### src/rtl/trap_if.sv
// Fetch-side inputs and trap redirect/CSR outputs of the trap controller.
interface trap_if #(
    parameter int unsigned N = 64
);
    logic [3:0]   exceptSignal_F;
    logic [N-1:0] PC_F;
    logic         valid_F;
    logic         stall;
    logic         flush_in;
    logic         mret;
    logic [N-1:0] mtvec;
    logic         trap_take;
    logic [N-1:0] trap_PC;
    logic         flush_out;
    logic         busy;
    logic [N-1:0] mepc;
    logic [N-1:0] mtval;
    logic [N-1:0] mcause;

    modport master (
        output exceptSignal_F, PC_F, valid_F, stall, flush_in, mret, mtvec,
        input  trap_take, trap_PC, flush_out, busy, mepc, mtval, mcause
    );

    modport slave (
        input  exceptSignal_F, PC_F, valid_F, stall, flush_in, mret, mtvec,
        output trap_take, trap_PC, flush_out, busy, mepc, mtval, mcause
    );
endinterface

### src/rtl/trap_ctrl.sv
// Trap controller: tracks fetch exceptions down to commit (D/E/M), then
// flushes the pipeline, captures mepc/mtval/mcause and redirects to mtvec.
module trap_ctrl #(
    parameter int unsigned N = 64
) (
    input logic   clk,
    input logic   reset,
    trap_if.slave bus
);
    typedef struct packed {
        logic         valid;
        logic [3:0]   exc;
        logic [N-1:0] pc;
    } stage_t;

    typedef enum logic [1:0] {IDLE, FLUSH, REDIRECT, RET} state_t;

    state_t state, state_nx;
    stage_t st_d, st_e, st_m;
    stage_t d_nx, e_nx, m_nx;
    logic   qualify_c;
    logic   busy_c;

    // Breakpoint beats page fault beats access fault beats misalign (code 0).
    function automatic logic [N-1:0] cause_code(input logic [3:0] exc);
        logic [N-1:0] code;
        code = '0;
        if (exc[3])      code = N'(3);
        else if (exc[2]) code = N'(12);
        else if (exc[1]) code = N'(1);
        return code;
    endfunction

    assign qualify_c = st_m.valid && (|st_m.exc) && !bus.stall;
    assign busy_c    = (state == FLUSH) || (state == REDIRECT);

    always_ff @(posedge clk) begin
        if (!reset) state <= IDLE;
        else        state <= state_nx;
    end

    // Next state and state-decoded outputs; stall only matters in IDLE.
    always_comb begin
        state_nx      = state;
        bus.flush_out = 1'b0;
        bus.trap_take = 1'b0;
        bus.busy      = 1'b0;
        bus.trap_PC   = '0;
        unique case (state)
            IDLE: begin
                if (qualify_c)     state_nx = FLUSH;
                else if (bus.mret) state_nx = RET;
            end
            FLUSH: begin
                bus.flush_out = 1'b1;
                bus.busy      = 1'b1;
                state_nx      = REDIRECT;
            end
            REDIRECT: begin
                bus.trap_take = 1'b1;
                bus.busy      = 1'b1;
                bus.trap_PC   = {bus.mtvec[N-1:2], 2'b00};
                state_nx      = IDLE;
            end
            RET: begin
                bus.trap_take = 1'b1;
                bus.trap_PC   = bus.mepc;
                state_nx      = IDLE;
            end
            default: state_nx = IDLE;
        endcase
    end

    // Tracking-stage next values; a branch flush also kills what E hands to M.
    always_comb begin
        d_nx = st_d;
        e_nx = st_e;
        m_nx = st_m;
        if (!bus.stall) begin
            d_nx       = {bus.valid_F & ~busy_c, bus.exceptSignal_F, bus.PC_F};
            e_nx       = st_d;
            m_nx       = st_e;
            m_nx.valid = st_e.valid & ~bus.flush_in;
        end
        d_nx.valid = d_nx.valid & ~bus.flush_in;
        e_nx.valid = e_nx.valid & ~bus.flush_in;
        if (state == FLUSH) begin
            d_nx.valid = 1'b0;
            e_nx.valid = 1'b0;
            m_nx.valid = 1'b0;
        end
    end

    always_ff @(posedge clk) begin
        if (!reset) begin
            st_d <= '0;
            st_e <= '0;
            st_m <= '0;
        end else begin
            st_d <= d_nx;
            st_e <= e_nx;
            st_m <= m_nx;
        end
    end

    // Trap CSRs are written only on trap entry.
    always_ff @(posedge clk) begin
        if (!reset) begin
            bus.mepc   <= '0;
            bus.mtval  <= '0;
            bus.mcause <= '0;
        end else if (state == IDLE && qualify_c) begin
            bus.mepc   <= st_m.pc;
            bus.mtval  <= st_m.pc;
            bus.mcause <= cause_code(st_m.exc);
        end
    end
endmodule

### src/flat_wrapper.sv
// flat-port wrapper written by rule: the top's interface ports become plain ports
module trap_ctrl_flat 
#(
    parameter int unsigned N = 64
)
  (clk, reset, bus_exceptSignal_F, bus_PC_F, bus_valid_F, bus_stall, bus_flush_in, bus_mret, bus_mtvec, bus_trap_take, bus_trap_PC, bus_flush_out, bus_busy, bus_mepc, bus_mtval, bus_mcause);
  trap_if #(.N(N)) bus_i ();
  input logic clk;
  input logic reset;
  input wire logic [$bits(bus_i.exceptSignal_F)-1:0] bus_exceptSignal_F;
  input wire logic [$bits(bus_i.PC_F)-1:0] bus_PC_F;
  input wire logic [$bits(bus_i.valid_F)-1:0] bus_valid_F;
  input wire logic [$bits(bus_i.stall)-1:0] bus_stall;
  input wire logic [$bits(bus_i.flush_in)-1:0] bus_flush_in;
  input wire logic [$bits(bus_i.mret)-1:0] bus_mret;
  input wire logic [$bits(bus_i.mtvec)-1:0] bus_mtvec;
  output wire logic [$bits(bus_i.trap_take)-1:0] bus_trap_take;
  output wire logic [$bits(bus_i.trap_PC)-1:0] bus_trap_PC;
  output wire logic [$bits(bus_i.flush_out)-1:0] bus_flush_out;
  output wire logic [$bits(bus_i.busy)-1:0] bus_busy;
  output wire logic [$bits(bus_i.mepc)-1:0] bus_mepc;
  output wire logic [$bits(bus_i.mtval)-1:0] bus_mtval;
  output wire logic [$bits(bus_i.mcause)-1:0] bus_mcause;
  assign bus_i.exceptSignal_F = bus_exceptSignal_F;
  assign bus_i.PC_F = bus_PC_F;
  assign bus_i.valid_F = bus_valid_F;
  assign bus_i.stall = bus_stall;
  assign bus_i.flush_in = bus_flush_in;
  assign bus_i.mret = bus_mret;
  assign bus_i.mtvec = bus_mtvec;
  assign bus_trap_take = bus_i.trap_take;
  assign bus_trap_PC = bus_i.trap_PC;
  assign bus_flush_out = bus_i.flush_out;
  assign bus_busy = bus_i.busy;
  assign bus_mepc = bus_i.mepc;
  assign bus_mtval = bus_i.mtval;
  assign bus_mcause = bus_i.mcause;
  trap_ctrl #(.N(N)) u_core (.clk(clk), .reset(reset), .bus(bus_i));
endmodule
### config.mk
export PLATFORM = sky130hd
export DESIGN_NAME = trap_ctrl_flat
export DESIGN_NICKNAME = d
export VERILOG_FILES = /design/src/rtl/trap_if.sv /design/src/rtl/trap_ctrl.sv /design/src/flat_wrapper.sv
export SDC_FILE = /design/constraint.sdc
export NUM_CORES = 1
export LEC_CHECK = 0
export BUFFER_PORTS_ARGS = -buffer_cell sky130_fd_sc_hd__buf_2
export CAP_MARGIN = 20
export CORE_MARGIN = 5
export CORE_UTILIZATION = 54
export CTS_BUF_LIST = sky130_fd_sc_hd__clkbuf_8 sky130_fd_sc_hd__clkbuf_16
export CTS_CLUSTER_SIZE = 12
export DETAILED_ROUTE_END_ITERATION = 8
export GPL_ROUTABILITY_DRIVEN = 0
export PLACE_DENSITY_LB_ADDON = 0.1
export REMOVE_ABC_BUFFERS = 1
export SYNTH_ARGS = -nofsm -noshare
export SYNTH_HDL_FRONTEND = slang
export SYNTH_SLANG_ARGS = --single-unit
### constraint.sdc
create_clock -name clk -period 2.6 [get_ports clk]
set_clock_uncertainty 0.05 [all_clocks]
set_input_delay 0.26 -clock clk [delete_from_list [all_inputs] [get_ports clk]]
set_output_delay 0.26 -clock clk [all_outputs]
set_load 0.02 [all_outputs]
==> metrics, run 1 <==
status=finished, final reports clean; CTS Root Cell=clkbuf_16; antenna violations before repair=0; first-pass GRT wire length=40.51 mm; final antenna-violating net count=0; synthesis warning total=0; Detailed Place HPWL=16.48 mm; most frequent cell after synthesis=dfxtp_1; CTS tree=done; Critical Path RT=2290 ps; CTS Buffer Depth=3; I/O Buffers=334; die height=156.6 µm; DR vias/cell=4.926; WHS Endpoint=u_core.state[0]$_SDFFE_PN0P_; share of the synthesized area in the top cell type=0.4762; Seq/Total Area, Yosys=0.4762; Flop pwr share=0.449; Worst EP arrival=1960 ps; Yosys reg bits=276; crit start category=flip-flop; PD cells=691.5 mW/mm²; Hold Slack=116.2 ps; Syn Std Cell Area=0.01160 mm²; Post-CTS Setup Inserts=0; DRT Wirelength=25.43 mm; Pwr Total=9.858 mW; H-tree Lvls=1; hold depth=4; TritonCTS buffer count=28; design area=0.01426 mm²; Residual DRC=0; die area=0.02452 mm²; Slew Limit Fails=0; die width=156.6 µm; Comb pwr share=0.172; Leak=6.948 nW; largest net degree at the start of global routing=114; final critical-path share of the clock period=0.8736; clock transition at the registers of the reported paths=60 ps; Critical Path Max Stage Delay=430 ps; Max Fclk=440.3 MHz; vias in the first global route=8154; WP buf/inv=2; EDFF count, synth=0; DR iter-0 viols=319; Min Clock Period, post-route=2271 ps; Worst IR Drop VDD=0.5692 mV; global route total overflow=0; Slowest-stage cell, CP=buf_4; drt pass-1 iters=4; Hold WC Path Type=in -> reg; Synth area leader=dfxtp_1; worst-path fanout max=38; worst-skew pair later-pin latency=520 ps; Cells after Synth=1190; CP top delay family=buffers and inverters; core area=0.02109 mm²; power share of the clock group=0.378; Yosys cell types=28; origin of the critical flop-to-flop path=u_core.state[1]$_SDFFE_PN0P_; Int Power=7.207 mW; main flop type after synthesis=dfxtp_1; RSZ-0062 raised after global routing=no; Mapped Avg Cell Area=9.750 µm²; r2r worst-path depth=5; most frequent cells after synthesis=276 x dfxtp_1, 271 x mux2i_1, 206 x nor2_1, 133 x nand2_1, 125 x buf_4; dpl ws=456.5 ps; num rows=53; sw frac=0.2689; WL/cell=14.32 µm; all-layer global routing usage=0.1943; R2R Path End=u_core.bus.mtval[53]$_SDFFE_PN0P_; diode count=0; final net count=1627; TNS Setup=0 ps; vias after detailed routing=8743; placed cell area=0.01271 mm²; nature of the critical path endpoint=output port; synth top area cells=dfxtp_1 48%, mux2i_1 23%, buf_4 8.1%; register-to-register path setup slack=500 ps; initial core utilization=0.5502; CTS Sinks=276; Switch Pwr=2.650 mW; critical path, cell by cell=ha_2 > buf_4 > a22o_1 > buf_2; ratio of cells with drive above 1 in the final layout=0.2573; Max-slew headroom=0.5021; Async SR Flop Fraction=0; Worst-Margin Slew=746.9 ps; IO Pins=397; Final Hold Viols=0; Max Cap Viol=0; # setup viols final=0; P&R area growth vs syn=22.87%; hold path start=bus_mret; final worst slack=328.6 ps; crit path kind=reg -> out
## worst min-delay path, delay by kind of cell
kind                   cells  cell delay (ps)
buffers and inverters      1               80
AOI/OAI and AO/OA          1               70
muxes                      1              110
and+or+nand+nor            1              110
## sequential cells by signal, indices dropped and copies added (netlist names)
| signal | cells |
|---|---|
| u_core.st_m | 69 |
| u_core.st_e | 69 |
| u_core.bus.mcause | 3 |
| u_core.bus.mtval | 64 |
| u_core.st_d | 69 |
| u_core.state | 2 |
## what timing repair did
item / in CTS / in global routing
resized for setup: 0 / 0
hold buffers: 69 / 0
hold endpoints to repair: 70 / 0
setup endpoints to repair: 0 / 0
## cell families (layout without fill, tap and decap cells)
logic type      Yosys count  after routing  synth area share
mux                     271            271            0.2338
fa+ha+maj                 5              5          0.005392
compound gates           71             71           0.05209
flops                   276            276            0.4762
other cells               1             60         0.0003232
buf+inv                 214            465            0.1145
simple gates            352            352            0.1177
## through the flow
| stage | utilization | std cells |
|---|---|---|
| after floorplan | - | 1040 |
| after global placement | 0.6027 | 1660 |
| after detailed placement | 0.6027 | 1660 |
| after CTS | 0.6760 | 1775 |
| after global routing | 0.6760 | 1775 |
| final | 0.6760 | 1775 |
## worst max path at each step
stage / start / end / depth (start not counted)
2_1_floorplan: reset / u_core.bus.mcause[2]$_SDFFE_PN0P_ / 3
3_3_place_gp: bus_stall / u_core.bus.mtval[31]$_SDFFE_PN0P_ / 5
3_5_place_dp: bus_stall / u_core.bus.mtval[53]$_SDFFE_PN0P_ / 5
4_1_cts: u_core.state[0]$_SDFFE_PN0P_ / bus_trap_PC[48] / 5
5_1_grt: u_core.state[0]$_SDFFE_PN0P_ / bus_trap_PC[5] / 5
6_report: u_core.state[0]$_SDFFE_PN0P_ / bus_trap_PC[5] / 4
## cell usage in the layout (no fill, tap or decap), drive strengths merged
cell type and count:
nor2 206, dlygate4sd3 69, clkbuf 33, ha 5, nor3 1, a21oi 4, buf 345, a221oi 1
or2 1, nor2b 1, dfxtp 276, bufinv 1, or3 2, nand2b 1, conb 60, a22o 63
mux2i 271, nor3b 2, nand2 133, o21ai 1, a31oi 1, nand4 1, and3 1, and2 2
inv 17, or4 1, a211oi 1
## final cells by class
class                   instances  area [µm²]
clock buffers                  33       780.7
clock inverters                13       75.07
fillers                      1746        6832
inverters                       5       23.77
multi-input cells             759        4975
flip-flops and latches        276        5525
well taps                     275       344.1
repair buffers                414        2532
## routing by layer
layer	up-vias	global-route usage	share of wire
met2	269	0.3336	0.49
met3	25	0.02876	0.067
met4	0	0.03843	0.012
met5	-	0	0
li1	4367	-	-
met1	4082	0.2627	0.44
## power groups by stage
stage	sequential (mW)	combinational, mW	clock, mW
floorplan	4.50	1.00	0
global placement	4.52	1.59	0
detailed placement	4.52	1.61	0
CTS	4.43	1.70	3.83
global route	4.44	1.84	4.01
finish	4.43	1.70	3.73
Power figures use the tool's default switching activity.
==> run 2: changes to the inputs <==
--- a/config.mk
+++ b/config.mk
@@ -13,7 +13,7 @@
 export CTS_CLUSTER_SIZE = 12
 export DETAILED_ROUTE_END_ITERATION = 8
 export GPL_ROUTABILITY_DRIVEN = 0
-export PLACE_DENSITY_LB_ADDON = 0.1
+export PLACE_DENSITY = 0.94
 export REMOVE_ABC_BUFFERS = 1
 export SYNTH_ARGS = -nofsm -noshare
 export SYNTH_HDL_FRONTEND = slang
==> run 2 against run 1 <==
Against the previous run: largest cell class unchanged; power grew 0.43%; cell count about the same; sequential cell count is the same; core utilization is 0.095 points higher; hold slack lost 22 ps; register-to-register slack worse by 40 ps; setup slack lost 110 ps; non-clock buffer count rose by 4; fmax decreased by 4.7%; routed wire length grew 13%.
==> metrics, run 2 (synthesis gave the netlist of run 1 again) <==
die area=0.02452 mm² (unchanged); Non-Filler Instances=1776 (+0.056%); Worst IR Drop VDD=0.5123 mV (-10%); vias in the first global route=9083 (+11%); CP startpoint=u_core.state[0]$_SDFFE_PN0P_; power share of the clock group=0.374 (-0.004); status=finished, final reports clean; PD cells=693.4 mW/mm² (+0.29%); core area=0.02109 mm² (unchanged); die width=156.6 µm (unchanged); vias after detailed routing=9110 (+4.2%); Final Hold Viols=0 (unchanged); Leak=6.935 nW (-0.19%); worst-path fanout max=36 (-5.3%); ratio of cells with drive above 1 in the final layout=0.2615 (+0.004174); all-layer global routing usage=0.2194 (+0.02516); RSZ-0062 raised after global routing=no; H-tree Lvls=1 (unchanged); Flop pwr share=0.448 (about the same); global route total overflow=0 (unchanged); origin of the critical flop-to-flop path=u_core.state[0]$_SDFFE_PN0P_; CTS Buffer Depth=3 (unchanged); initial core utilization=0.5502 (unchanged); CTS Sinks=276 (unchanged); number of fill cells=1476 (-15%); largest net degree at the start of global routing=134 (+18%); commonest non-fill, non-tap cells in the layout=332 x buf_2, 276 x dfxtp_1, 271 x mux2i_1, 206 x nor2_1, 133 x nand2_1; final net count=1631 (+0.25%); P&R area growth vs syn=23.05%; WL/cell=16.18 µm (+13%); Comb pwr share=0.178 (+0.006); commonest non-fill, non-tap cell in the layout=buf_2; TritonCTS buffer count=28 (unchanged); final antenna-violating net count=0 (unchanged); CTS Root Cell=clkbuf_16; r2r worst-path depth=5 (unchanged); drt pass-1 iters=5 (+1); CP endpoint=bus_trap_PC[43]; DRT Wirelength=28.74 mm (+13%); sw frac=0.2729 (+0.004025); Max-slew headroom=0.3569 (-0.1452); crit path kind=reg -> out; clock transition at the registers of the reported paths=60 ps (about the same); Hold WC Path Type=in -> reg; DR vias/cell=5.130 (+4.1%); top flop regs=u_core.st_d (69), u_core.st_e (69), u_core.st_m (69); num rows=53 (unchanged); register-to-register path setup slack=460 ps (-40 ps); antenna violations before repair=4 (+4); Switch Pwr=2.701 mW (+1.9%); die height=156.6 µm (unchanged); Max Cap Viol=0 (unchanged); first-pass GRT wire length=44.89 mm (+11%); Worst EP arrival=2070 ps (+110 ps); Detailed Place HPWL=18.00 mm (+9.2%); Worst-Margin Slew=964.7 ps (+217.8 ps); CTS tree=done; DR iter-0 viols=470 (+47%); Reg area=0.005525 mm² (unchanged); nature of the critical path endpoint=output port; IO Pins=397 (unchanged); Post-CTS Setup Inserts=0 (unchanged); final critical-path share of the clock period=0.9172 (+0.04353); crit start category=flip-flop; # setup viols final=0 (unchanged); Max Fclk=419.4 MHz (-4.7%); placed cell count=1664 (+0.24%); R2R Path End=u_core.bus.mtval[8]$_SDFFE_PN0P_; I/O Buffers=334 (unchanged); Min Clock Period, post-route=2385 ps (+113.2 ps); Critical Path RT=2290 ps (about the same); Int Power=7.198 mW (-0.13%); multi-input logic area=0.004985 mm² (+0.20%); Slew Limit Fails=0 (unchanged); worst-skew pair later-pin latency=530 ps (about the same); Residual DRC=0 (unchanged); Final Util=0.6770 (+0.0009500)
run 2: cell types whose count changed in the layout (fill, tap and decap cells not counted), sizes merged:
cell,before,now
inv,17,10
clkbuf,33,32
diode,0,2
buf,345,349
clkinv,0,3
run 2: per-layer routing:
layer	up-vias	GRT usage	wire length (µm)
met5	-	0	27
met4	4	0.07107	771
met3	72	0.04010	1966
met2	332	0.4119	15100
met1	4322	0.2501	10880
li1	4380	-	-
run 2: final cells by class:
cell class	instances	area share
clock buffer	32	0.05372
inverter	5	0.001665
tap	275	0.02410
timing repair buffer	418	0.1795
sequential	276	0.3870
antenna	2	0.0003506
multi-input combinational	759	0.3492
clock inverter	9	0.004470
run 2: how the worst min path moves through the flow:
stage / startpoint / slack (ps) / cells past startpoint / end
4_1_cts: bus_stall / 70 / 4 / u_core.bus.mcause[1]$_SDFFE_PN0P_
3_5_place_dp: u_core.bus.mcause[1]$_SDFFE_PN0P_ / 400 / 2 / u_core.bus.mcause[1]$_SDFFE_PN0P_
5_1_grt: bus_stall / 120 / 4 / u_core.bus.mcause[1]$_SDFFE_PN0P_
2_1_floorplan: bus_stall / 350 / 2 / u_core.st_d[68]$_SDFF_PP0_
3_3_place_gp: u_core.bus.mcause[1]$_SDFFE_PN0P_ / 390 / 2 / u_core.bus.mcause[1]$_SDFFE_PN0P_
6_report: bus_stall / 90 / 4 / u_core.bus.mcause[1]$_SDFFE_PN0P_
run 2: critical path: stages, from the launching register on:
cell and delay [ps]:
dfxtp_1 340, inv_1 150, ha_4 410, buf_12 270
a22o_1 190, buf_2 170
run 2: repair_timing:
item                                   in CTS  in global routing
setup endpoints to repair                   0                 36
hold buffers                               69                  0
endpoints found under the hold margin      70                  0
gates resized for setup                     0                  1
run 2: power by group through the flow:
stage	registers, mW	clock network (mW)	logic [mW]
after floorplan	4.50	0	1.00
after global placement	4.51	0	1.58
after detailed placement	4.52	0	1.63
after CTS	4.43	3.77	1.72
after global routing	4.45	3.93	1.89
final	4.44	3.70	1.76
run 2: metrics by stage:
step / total power, mW / TNS, ps / worst slack (ps) / hold slack (ps) / instance area [µm²]
6_report: 9.900 / 0 / 215.4 / 93.87 / 14280
5_1_grt: 10.28 / 0 / 112.7 / 117.8 / 14280
4_1_cts: 9.926 / 0 / 2.433 / 73.28 / 14260
3_5_place_dp: 6.150 / 0 / 499.4 / 396.8 / 12740
3_3_place_gp: 6.094 / 0 / 574.9 / 389.9 / 12740
2_1_floorplan: 5.504 / -209280 / -1173 / 350.7 / 10510
